<file path="config.mk">
export PLATFORM = sky130hd
export DESIGN_NAME = result_seg_display
export DESIGN_NICKNAME = d
export VERILOG_FILES = /design/src/rtl/seg_disp_pkg.sv /design/src/rtl/bin2bcd_seq.sv /design/src/rtl/result_seg_display.sv
export SDC_FILE = /design/constraint.sdc
export NUM_CORES = 1
export LEC_CHECK = 0
export CORE_MARGIN = 8
export CORE_UTILIZATION = 40
export DETAILED_ROUTE_END_ITERATION = 16
export GPL_TIMING_DRIVEN = 0
export MAX_ROUTING_LAYER = met4
export PLACE_DENSITY = 0.64
export SLEW_MARGIN = 20
export SYNTH_ARGS = -nofsm -noshare
export SYNTH_HDL_FRONTEND = slang
export SYNTH_SLANG_ARGS = --single-unit
</file>
<file path="constraint.sdc">
create_clock -name mclk -period 7.36 [get_ports mclk]
set_clock_uncertainty 0.2 [all_clocks]
set_input_delay 1.472 -clock mclk [delete_from_list [all_inputs] [get_ports mclk]]
set_output_delay 1.472 -clock mclk [all_outputs]
set_load 0.1 [all_outputs]
</file>
<file path="src/rtl/seg_disp_pkg.sv">
// Shared types and constants for the result display: converter FSM states,
// active-low segment patterns (gfedcba) and BCD accumulator sizing.
package seg_disp_pkg;

    typedef enum logic [1:0] {
        IDLE   = 2'd0,
        LOAD   = 2'd1,
        SHIFT  = 2'd2,
        COMMIT = 2'd3
    } conv_state_e;

    localparam int BCD_DIGITS = 5;
    localparam int ACC_W      = 4 * BCD_DIGITS;

    localparam logic [6:0] SEG_BLANK = 7'h7F;
    localparam logic [6:0] SEG_DASH  = 7'h3F;

    // Entry [d] is the pattern for decimal digit d.
    localparam logic [9:0][6:0] SEG_DIGIT = {
        7'h10, 7'h00, 7'h78, 7'h02, 7'h12,
        7'h19, 7'h30, 7'h24, 7'h79, 7'h40
    };

    function automatic logic [6:0] seg_of(input logic [3:0] d);
        if (d > 4'd9) begin
            return SEG_BLANK;
        end
        return SEG_DIGIT[d];
    endfunction

endpackage

</file>
<file path="src/rtl/bin2bcd_seq.sv">
// Sequential double-dabble converter: one LOAD cycle, WIDTH SHIFT cycles, one COMMIT cycle.
// src_o holds the value captured at LOAD so the parent can detect input changes.
module bin2bcd_seq
    import seg_disp_pkg::*;
#(
    parameter int WIDTH = 14
) (
    input  logic             mclk,
    input  logic             reset,
    input  logic             start_i,
    input  logic [WIDTH-1:0] bin_i,
    output logic [WIDTH-1:0] src_o,
    output logic             busy_o,
    output logic             done_o,
    output logic [ACC_W-1:0] bcd_o
);

    localparam int CNT_W = $clog2(WIDTH + 1);

    conv_state_e      state_q, state_d;
    logic [WIDTH-1:0] src_q, src_d;
    logic [WIDTH-1:0] shreg_q, shreg_d;
    logic [ACC_W-1:0] acc_q, acc_d;
    logic [ACC_W-1:0] adj;
    logic [CNT_W-1:0] cnt_q, cnt_d;
    logic             busy_q, busy_d;
    logic [3:0]       nib;
    logic             carry_unused;

    always_ff @(posedge mclk) begin
        if (reset) begin
            state_q <= IDLE;
            src_q   <= '0;
            shreg_q <= '0;
            acc_q   <= '0;
            cnt_q   <= '0;
            busy_q  <= 1'b0;
        end else begin
            state_q <= state_d;
            src_q   <= src_d;
            shreg_q <= shreg_d;
            acc_q   <= acc_d;
            cnt_q   <= cnt_d;
            busy_q  <= busy_d;
        end
    end

    always_comb begin
        adj = acc_q;
        nib = '0;
        for (int i = 0; i < BCD_DIGITS; i++) begin
            nib = acc_q[4*i +: 4];
            if (nib >= 4'd5) begin
                adj[4*i +: 4] = nib + 4'd3;
            end
        end
    end

    always_comb begin
        state_d      = state_q;
        src_d        = src_q;
        shreg_d      = shreg_q;
        acc_d        = acc_q;
        cnt_d        = cnt_q;
        busy_d       = busy_q;
        carry_unused = 1'b0;
        case (state_q)
            IDLE: begin
                if (start_i) begin
                    state_d = LOAD;
                end
            end
            LOAD: begin
                src_d   = bin_i;
                shreg_d = bin_i;
                acc_d   = '0;
                cnt_d   = '0;
                busy_d  = 1'b1;
                state_d = SHIFT;
            end
            SHIFT: begin
                // The top BCD bit can never carry out for inputs below 10^5.
                {carry_unused, acc_d, shreg_d} = {adj, shreg_q, 1'b0};
                cnt_d = cnt_q + 1'b1;
                if (cnt_q == CNT_W'(WIDTH - 1)) begin
                    state_d = COMMIT;
                end
            end
            COMMIT: begin
                busy_d  = 1'b0;
                state_d = IDLE;
            end
            default: state_d = IDLE;
        endcase
    end

    assign src_o  = src_q;
    assign busy_o = busy_q;
    assign done_o = (state_q == COMMIT);
    assign bcd_o  = acc_q;

endmodule

</file>
<file path="src/rtl/result_seg_display.sv">
// 4-digit multiplexed common-anode display of a binary result: change-detect, BCD conversion,
// leading-zero blanking, overflow dashes and a free-running digit scan.
module result_seg_display
    import seg_disp_pkg::*;
#(
    parameter int WIDTH        = 14,
    parameter int REFRESH_BITS = 16,
    parameter int BLANK_LEAD   = 1
) (
    input  logic             mclk,
    input  logic             reset,
    input  logic [WIDTH-1:0] value,
    output logic [3:0]       an,
    output logic [6:0]       seg,
    output logic             dp,
    output logic             ovf,
    output logic             busy
);

    logic [WIDTH-1:0]        captured;
    logic                    conv_start;
    logic                    conv_done;
    logic [ACC_W-1:0]        conv_bcd;

    logic [15:0]             shown_q, shown_d;
    logic                    ovf_q, ovf_d;
    logic [REFRESH_BITS-1:0] scan_q, scan_d;
    logic [1:0]              idx_q, idx_d;
    logic [3:0]              an_q, an_d;
    logic [6:0]              seg_q, seg_d;
    logic [15:0]             upper;
    logic [3:0]              digit;

    assign conv_start = (value != captured);

    bin2bcd_seq #(
        .WIDTH (WIDTH)
    ) u_conv (
        .mclk    (mclk),
        .reset   (reset),
        .start_i (conv_start),
        .bin_i   (value),
        .src_o   (captured),
        .busy_o  (busy),
        .done_o  (conv_done),
        .bcd_o   (conv_bcd)
    );

    always_ff @(posedge mclk) begin
        if (reset) begin
            shown_q <= '0;
            ovf_q   <= 1'b0;
            scan_q  <= '0;
            idx_q   <= '0;
            an_q    <= 4'b1111;
            seg_q   <= SEG_BLANK;
        end else begin
            shown_q <= shown_d;
            ovf_q   <= ovf_d;
            scan_q  <= scan_d;
            idx_q   <= idx_d;
            an_q    <= an_d;
            seg_q   <= seg_d;
        end
    end

    // Outputs are registered from next-state values so they stay glitch-free
    // without adding a cycle of latency behind the commit.
    always_comb begin
        shown_d = shown_q;
        ovf_d   = ovf_q;
        if (conv_done) begin
            shown_d = conv_bcd[15:0];
            ovf_d   = |conv_bcd[ACC_W-1:16];
        end

        scan_d = scan_q + 1'b1;
        idx_d  = idx_q;
        if (&scan_q) begin
            idx_d = idx_q + 2'd1;
        end

        an_d  = ~(4'b0001 << idx_d);
        digit = shown_d[4*idx_d +: 4];
        upper = shown_d >> {idx_d, 2'b00};

        if (ovf_d) begin
            seg_d = SEG_DASH;
        end else if ((BLANK_LEAD != 0) && (idx_d != 2'd0) && (upper == 16'd0)) begin
            seg_d = SEG_BLANK;
        end else begin
            seg_d = seg_of(digit);
        end
    end

    assign an  = an_q;
    assign seg = seg_q;
    assign ovf = ovf_q;
    assign dp  = 1'b1;

endmodule

</file>
Yosys cells after proc, flatten, opt, wreduce, memory -nomap -nowiden
Memories as Yosys holds them, arrays and structs flattened.
Index checks and enable logic that the tools add are counted.
Storage, ports and cells
  flip-flop bits (word level): 101
  bits in latches: 0
  bits in writable memories: 0
  ROM bits: 112
  input port bits: 16
  output and inout port bits: 14
  logic and storage cells: 73
  memories: 1
Operators by class
  add/sub/neg operators: 8
  $mul: 0
  div/mod/pow operators: 0
  $lt $le $gt $ge: 7
  eq/ne operators: 7
  shift-type cells: 3
  multiplexer cells: 23
  bitwise operators: 1
  reduce and logical (&&, ||, !) cells: 10
Memory list
  (no name shown): depth 16, width 7, read ports 1, clocked after memory_dff 0, write ports 0, RTL line seg_disp_pkg.sv:28  | return SEG_DIGIT[d];
Operator list (number)
  $pmux W20 S2: 1
  $mux W7: 5
  $pmux W14 S2: 1
  $ge A4 B3 Y1 const B: 5
  $add A16 B1 Y16 const B: 1
  $add A4 B2 Y4 const B: 4
  $logic_not A16 Y1: 1
  $mux W16: 1
  $mux W4: 4
  $reduce_and A16 Y1: 1
  $shiftx A16 B5 Y4: 1
  $shr A16 B4 Y16: 1
  $ne A14 B14 Y1: 1
  $pmux W2 S4: 1
  $pmux W4 S2: 1
  $mux W2: 3
  $reduce_bool A2 Y1: 3
  $lt A4 B5 Y1 const B: 1
  $add A4 B1 Y4 const B: 1
  $eq A2 B2 Y1 const B: 2
  $eq A4 B4 Y1 const B: 1
  $gt A4 B4 Y1 const B: 1
  $mux W1: 4
  $not A4 Y4: 1
  13 further kinds: 13

Logic depth before layout (Yosys ltp)
Gate-level depths: netlist of run 1.
  depth after elaboration: 10
  mapped depth: 15
  gate-level depth less buffers: 13

Modules after synthesis
Synthesis of run 1 repeated with hierarchy kept, for this count alone.
Second synthesis, totals
  cell total of the unflattened synthesis: 569
  area, all modules: 5159.9 um^2
By module, submodules not included
  bin2bcd_seq: times used 1, cells an instance 290, area each 2697.6 um^2
  result_seg_display: times used 1, cells an instance 279, area each 2462.4 um^2

Worst setup path after synthesis of run 1
OpenSTA, ideal clock, no wires.
  path type: reg-to-reg
  start: register scan_q[0]
  end: register seg_q[1], in the netlist seg[1]
  arrival time: 3197 ps
  data required time: 7078 ps
  slack: 3881 ps
  stages on the path, launching flop included: 15
  period minus slack after synthesis: 3479 ps
  cells stage by stage: dfxtp_1 -> ha_1 -> nand4_4 -> or4_1 -> buf_2 -> nand2_1 -> o21ai_0 -> a22o_1 -> a22oi_1 -> inv_1 -> ha_1 -> or2_2 -> a21bo_2 -> and3_1 -> o21ai_0
Between the ends
  word-level cells in the longest chain between the ends: 8
  elaborated cells between the ends (all ways): 15
  those cells by class: 1 x order compare; 2 x shift; 6 x mux; 5 x reduce/logical; 1 x memory
RTL lines
  start: declaration: RTL line result_seg_display.sv:27  | logic [REFRESH_BITS-1:0] scan_q, scan_d;
  start signal: assignment: RTL line result_seg_display.sv:60  | scan_q <= scan_d;
  $reduce_and A16 Y1 (*): RTL line result_seg_display.sv:79  | if (&scan_q) begin
  $mux W2 (*): RTL line result_seg_display.sv:79
  $shiftx A16 B5 Y4: RTL line result_seg_display.sv:84  | digit = shown_d[4*idx_d +: 4];
  $gt A4 B4 Y1: RTL line seg_disp_pkg.sv:25  | if (d > 4'd9) begin
  $mux W1: RTL line seg_disp_pkg.sv:25
  $mux W1: RTL line result_seg_display.sv:89  | end else if ((BLANK_LEAD != 0) && (idx_d != 2'd0) && (upper == 16'd0)) begin
  $mux W1: RTL line result_seg_display.sv:87  | if (ovf_d) begin
  $mux W7: RTL line seg_disp_pkg.sv:28
  end signal: assignment: RTL line result_seg_display.sv:63  | seg_q <= seg_d;
  end: declaration: RTL line result_seg_display.sv:30  | logic [6:0] seg_q, seg_d;
Mark *: on every way between the ends. The rest lies on a longest branch, timed or not. The select of a mux whose other input is x is not followed.
A chain may end at the register's enable or synchronous reset.

Final worst setup path of run 1
Ends and elaborated chain as after synthesis.

==> flow_summary.json, run 1 <==
{
  "h-tree-depth": 3,
  "drv_cap": 0,
  "synth_top_family_by_area": "simple AND/OR/NAND/NOR gates",
  "first_pass_iters": 5,
  "final_max_slew_viol_count": 0,
  "diodes": 0,
  "ys_seq_elements": 101,
  "routed_wl_um": 11700,
  "register_area_mm2": 0.002022,
  "postCtsSetupRepairBufs": 0,
  "grt_antenna_before_repair": 0,
  "period_needed_ps": 3955,
  "critical_path_arrival_ps": 4010,
  "status": "finished, final reports clean",
  "synth_fa_ha_area_share_pct": 5.960,
  "hpwlAfterDp_um": 8641,
  "fill_cells": 1192,
  "syn_nets": 612,
  "die_h_um": 128.2,
  "final_cell_mix": "101 x dfxtp_1, 97 x nor2_1, 45 x mux2i_1",
  "syn_avg_cell_area_um2": 8.809,
  "cts.sinks": 101,
  "hold_class": "reg2reg",
  "synth_edf_count": 0,
  "synth_seq_area_share_pct": 40.13,
  "tightest_slew_ps": 976.0,
  "tritoncts": "done",
  "dieArea_mm2": 0.01644,
  "final_area_mm2": 0.005826,
  "synthCells": 572,
  "num_rows": 41,
  "worstSkewPairLatency_ps": 350,
  "setup_violations": 0,
  "fin_tns_setup_ps": 0,
  "synth_compound_area_share_pct": 12.34,
  "yosysWarnings": 0,
  "synth_area_mm2": 0.005039,
  "max_freq_mhz": 252.9,
  "rsz0062_at_grt": "false",
  "first_iter_violations": 305,
  "area_growth_pct": 15.62,
  "ant_nets": 0,
  "async_flop_share_pct": 0,
  "core_mm2": 0.01247,
  "maxSlewHeadroom_pct": 34.73,
  "critical_path_class": "reg2reg",
  "initial_core_util_pct": 40.42,
  "synth_flop_cell": "dfxtp_1",
  "path_clk_slew_ps": 70,
  "layout_commonest_cell": "dfxtp_1",
  "report.final.hold_viol_count": 0,
  "synth-simple-area-share_pct": 19.77,
  "clock-root-buffer": "clkbuf_16",
  "ctsResizeCount": 0,
  "drive_above_1_share_pct": 5.357,
  "num_vias": 4195,
  "track_usage_pct": 15.30,
  "grt_overflow": 0,
  "routabilityCongestion": 0.8502,
  "multiInputGateArea_mm2": 0.002800,
  "worst_setup_path_start_kind": "register",
  "dpl_cell_area_mm2": 0.005534,
  "die_w_um": 128.2,
  "hold_ws_ps": 274.1,
  "avgRoutedWirePerCell_um": 14.84,
  "fin_crit_sh_pct": 53.73,
  "holdBufCountCts": 0,
  "ios": 30,
  "synthDistinctLibCells": 48,
  "via_per_inst": 5.324,
  "grt_max_degree": 17,
  "grt_pass1_vias": 4084,
  "cts_buffer_depth": 2,
  "path_max_fanout": 10,
  "synth_xor_area_share_pct": 6.258,
  "grt_pass1_wl_um": 19600,
  "cts_buffers": 9,
  "layout.nets": 651,
  "p_leak_nw": 2.125,
  "endpoint_kind": "register",
  "drc": 0,
  "power_density_mw_per_mm2": 284.3,
  "cp_data_required_time_ps": 7420,
  "synth.mux.area_fraction_pct": 11.17,
  "ir_worst_vdd_mv": 0.1210,
  "numPortBuffers": 28
}
## registers in the layout, indices dropped and copies added, names as in the netlist
| register | cells |
|---|---|
| shown_q | 16 |
| scan_q | 16 |
| ovf | 1 |
| idx_q | 2 |
| u_conv.shreg_q | 14 |
| u_conv.src_o | 14 |
| seg | 7 |
| an | 4 |
| u_conv.state_q | 2 |
| u_conv.cnt_q | 4 |
| u_conv.busy_o | 1 |
| u_conv.bcd_o | 20 |
## through the flow
stage	worst slack, ps	total power [W]	std cells	utilization, %
CTS	3393	0.001666	788	46.73
floorplan	3881	0.001057	572	-
global route	3194	0.001748	788	46.73
global placement	3483	0.001178	772	44.39
finish	3405	0.001656	788	46.73
detailed placement	3411	0.001194	772	44.39
## routing by layer
layer | global-route usage, % | part of all wire, % | vias up
li1 | - | - | 2071
met1 | 19.03 | 47 | 1987
met2 | 23.43 | 45 | 112
met3 | 2.496 | 4.9 | 25
met4 | 7.972 | 3.1 | 0
met5 | - | 0 | -
## worst paths after layout
check	from	to	slack, ps	cells past startpoint
worst max-delay path	scan_q[0]	seg[1]	3410	14
worst min-delay path	u_conv.shreg_q[0]	u_conv.shreg_q[0]	270	2
worst max register to register	scan_q[0]	seg[1]	3410	14
worst min register to register	u_conv.shreg_q[0]	u_conv.shreg_q[0]	270	2
## critical path, cell delays in order (launching register included)
cell and delay (ps):
dfxtp_1 390, ha_1 270, nand4_4 160, or4_1 650
buf_2 230, nand2_1 70, o21ai_0 130, a22o_1 220
a22oi_1 380, inv_1 120, ha_1 230, or2_2 300
a21bo_2 220, and3_1 210, o21ai_0 80
## final cells by class
class / instances / share of cell area (%)
inverters: 20 / 1.289
repair buffers: 28 / 4.811
well taps: 172 / 3.694
clock inverters: 6 / 1.074
flip-flops and latches: 101 / 34.71
plain buffers: 34 / 2.427
clock buffers: 10 / 3.930
multi-input cells: 417 / 48.07
## cell usage after synthesis, types with 6 or more instances
cell type,number,area (um2)
xnor2_1,24,210.2
xor2_1,12,105.1
nor3_1,18,90.09
a211oi_1,13,97.59
nand2_1,28,105.1
or3_1,6,37.54
nand2b_1,11,68.82
a21oi_1,24,120.1
nand3_1,14,70.07
clkbuf_1,25,93.84
nor2_1,97,364.1
dfxtp_1,101,2022
nand4_1,8,50.05
mux2i_1,45,450.4
inv_1,19,71.32
o21ai_0,26,130.1
a22oi_1,11,82.58
ha_1,24,300.3
## power by group
group | total [W] | internal [W] | switching, W | leakage [nW]
clock network | 0.000470 | 0.000264 | 0.000206 | 0.147
logic | 0.000525 | 0.000174 | 0.000351 | 1.16
registers | 0.000661 | 0.000619 | 0.0000417 | 0.823
## cells by family after synthesis
kind of cell,count (synthesis)
mux,52
flops,101
compound gates,98
buf+inv,54
fa+ha+maj,24
other cells,1
xor+xnor,36
simple gates,206
Note: power is estimated with default switching activity, not from simulation.
==> inputs of run 2 (changes only) <==
- PLACE_DENSITY: 0.64 -> 0.67
- clock period: 7.36 -> 3.35 ns (I/O delays scaled with it)
==> run 2 against run 1 <==
Against the previous run:
- flip-flop and latch count unchanged
- critical path type unchanged
- via count rose by 1.4%
- final area is 4.4% higher
- global-route usage is 0.14 points lower
- sequential share of layout area is 1.1 points lower
- sequential power up 120%
- routed wire length is 3.1% higher
- clock power rose by 140%
- maximum frequency increased by 22%
- highest routed layer unchanged
==> flow_summary.json, run 2 (synthesis results as in run 1) <==
{
  "status": "finished, final reports clean",
  "intPower_w": 0.002415,
  "max_freq_mhz": 308.0,
  "switching_share_pct": 35.82,
  "final_cell_mix": "96 x nor2_1, 92 x dfxtp_1, 42 x mux2i_1",
  "r2r-start": "scan_q[6]",
  "drc": 0,
  "grt_overflow": 0,
  "fin_util_pct": 48.77,
  "worstSkewPairLatency_ps": 350,
  "tightest_slew_ps": 974.2,
  "r2r-end": "seg[2]",
  "period_needed_ps": 3246,
  "core_mm2": 0.01247,
  "final_max_slew_viol_count": 0,
  "via_per_inst": 5.315,
  "numPortBuffers": 28,
  "max_stage_delay_ps": 360,
  "initial_core_util_pct": 40.42,
  "drive_above_1_share_pct": 11.46,
  "die_h_um": 128.2,
  "cp_data_required_time_ps": 3360,
  "rsz0062_at_grt": "true",
  "h-tree-depth": 3,
  "cts.sinks": 101,
  "first_pass_iters": 5,
  "num_vias": 4252,
  "ios": 30,
  "layout_commonest_cell": "nor2_1",
  "crit_slowest_cell": "dfxtp_4",
  "power_density_mw_per_mm2": 618.9,
  "multiInputGateArea_mm2": 0.002882,
  "path_clk_slew_ps": 70,
  "grt_antenna_before_repair": 0,
  "routed_wl_um": 12060,
  "path_max_fanout": 6,
  "crit_top_cell": "buf_4",
  "cp-startpoint": "scan_q[6]",
  "maxSlewHeadroom_pct": 34.85,
  "fin_crit_sh_pct": 96.91,
  "drv_cap": 0,
  "critical_path_arrival_ps": 3250,
  "report.final.hold_viol_count": 0,
  "grt_pass1_wl_um": 19710,
  "crit_end": "seg[2]",
  "largest_register_ffs": 20,
  "hold_class": "reg2reg",
  "comb_power_share_pct": 31.0,
  "register_area_mm2": 0.002046,
  "clock-root-buffer": "clkbuf_16",
  "tritoncts": "done",
  "num_rows": 41,
  "hpwlAfterDp_um": 8564,
  "hold_ws_ps": 249.9,
  "ant_nets": 0,
  "layout.nets": 663,
  "dieArea_mm2": 0.01644,
  "diodes": 0,
  "setup_violations": 0,
  "crit_chain": "nand4_1 > buf_4 > nor4_4 > buf_6 > buf_4 > mux2i_4 > a22o_1 > a22oi_2 > buf_4 > ha_2 > o21ai_1 > a31oi_1 > a31oi_1 > and3_4 > o21ai_0",
  "finalPower_w": 0.003763,
  "cts_buffer_depth": 2,
  "cts_buffers": 9,
  "routabilityCongestion": 0.8387,
  "first_iter_violations": 386,
  "power.share.clock_pct": 30.3,
  "area_growth_pct": 20.66,
  "fill_cells": 1179,
  "reg2regPathDepth": 15,
  "ir_worst_vdd_mv": 0.2779,
  "holdBufCountCts": 0,
  "avgRoutedWirePerCell_um": 15.07,
  "track_usage_pct": 15.16,
  "regToRegSetupSlack_ps": 100,
  "pwr-share-seq_pct": 38.7,
  "p_leak_nw": 2.219,
  "worst_setup_path_start_kind": "register",
  "grt_max_degree": 19,
  "critical_path_class": "reg2reg",
  "grt_pass1_vias": 4107,
  "die_w_um": 128.2,
  "endpoint_kind": "register",
  "p_sw_w": 0.001348
}
## run 2: cell types whose count changed in the layout (fill, tap and decap cells not counted), moves of 3 or more
cell      before  now
dfxtp_4        0    5
dfxtp_2        0    4
ha_1          24   20
clkbuf_1      26   23
dfxtp_1      101   92
o21ai_1        0    4
o21ai_0       26   21
clkinv_2       3    0
mux2i_1       45   42
buf_4          1   14
## run 2: power groups by stage
| stage | Clock [W] | Combinational (W) | Sequential (W) |
|---|---|---|---|
| 2_1_floorplan | 0 | 0.000678 | 0.00164 |
| 3_5_place_dp | 0 | 0.00115 | 0.00148 |
| 6_report | 0.00114 | 0.00117 | 0.00145 |
| 5_1_grt | 0.00120 | 0.00127 | 0.00147 |
| 4_1_cts | 0.00116 | 0.00115 | 0.00145 |
| 3_3_place_gp | 0 | 0.00111 | 0.00147 |
## run 2: per-stage QoR
step | cell area (um2) | std cells | TNS, ps | worst slack [ps]
6_report | 6080 | 800 | 0 | 103.5
2_1_floorplan | 5050 | 572 | 0 | 7.115
4_1_cts | 5932 | 791 | 0 | 18.10
3_5_place_dp | 5545 | 772 | -2623 | -409.4
5_1_grt | 6080 | 800 | -263.8 | -62.65
3_3_place_gp | 5545 | 772 | -2257 | -356.0
## run 2: layout make-up
class                   instances  share of cell area, %
multi-input cells             417                  47.40
flip-flops and latches        101                  33.65
repair buffers                 42                  6.400
clock buffers                   9                  3.704
well taps                     172                  3.540
plain buffers                  32                  2.367
clock inverters                 7                  1.708
inverters                      20                  1.235
## run 2: how the worst min path moves through the flow
stage	end	slack, ps	cells past startpoint	from
2_1_floorplan	u_conv.shreg_q[0]	230	2	u_conv.shreg_q[0]
3_3_place_gp	u_conv.shreg_q[0]	250	2	u_conv.shreg_q[0]
3_5_place_dp	u_conv.shreg_q[0]	250	2	u_conv.shreg_q[0]
4_1_cts	scan_q[0]	260	1	scan_q[0]
5_1_grt	scan_q[0]	270	1	scan_q[0]
6_report	scan_q[0]	250	1	scan_q[0]
## run 2: worst max-delay path, delay by kind of cell (launching register included)
kind	cells	cell delay, ps
buffers and inverters	4	650
muxes	1	240
AOI/OAI and AO/OA	6	760
adders and majority gates	1	170
and+or+nand+nor	3	720
DFF	1	360
## run 2: metal layers
metal / global-route usage (%) / share of wire (%) / vias to the layer above
met4: 6.224 / 1.8 / 0
li1: - / - / 2098
met1: 18.34 / 46 / 2041
met3: 2.995 / 4.7 / 20
met5: - / 0 / -
met2: 24.20 / 47 / 93
## run 2: timing repair
action	CTS	global route
gates cloned	0	0
endpoints found under the setup margin	7	16
setup buffers	5	9
resized for setup	13	30
pin swaps	7	7
==> inputs of run 3 (changes only) <==
- ABC_CLOCK_PERIOD_IN_PS: not set -> 3350
==> results of run 3 <==
No change in the layout: final DEF, timing and power equal those of run 2.
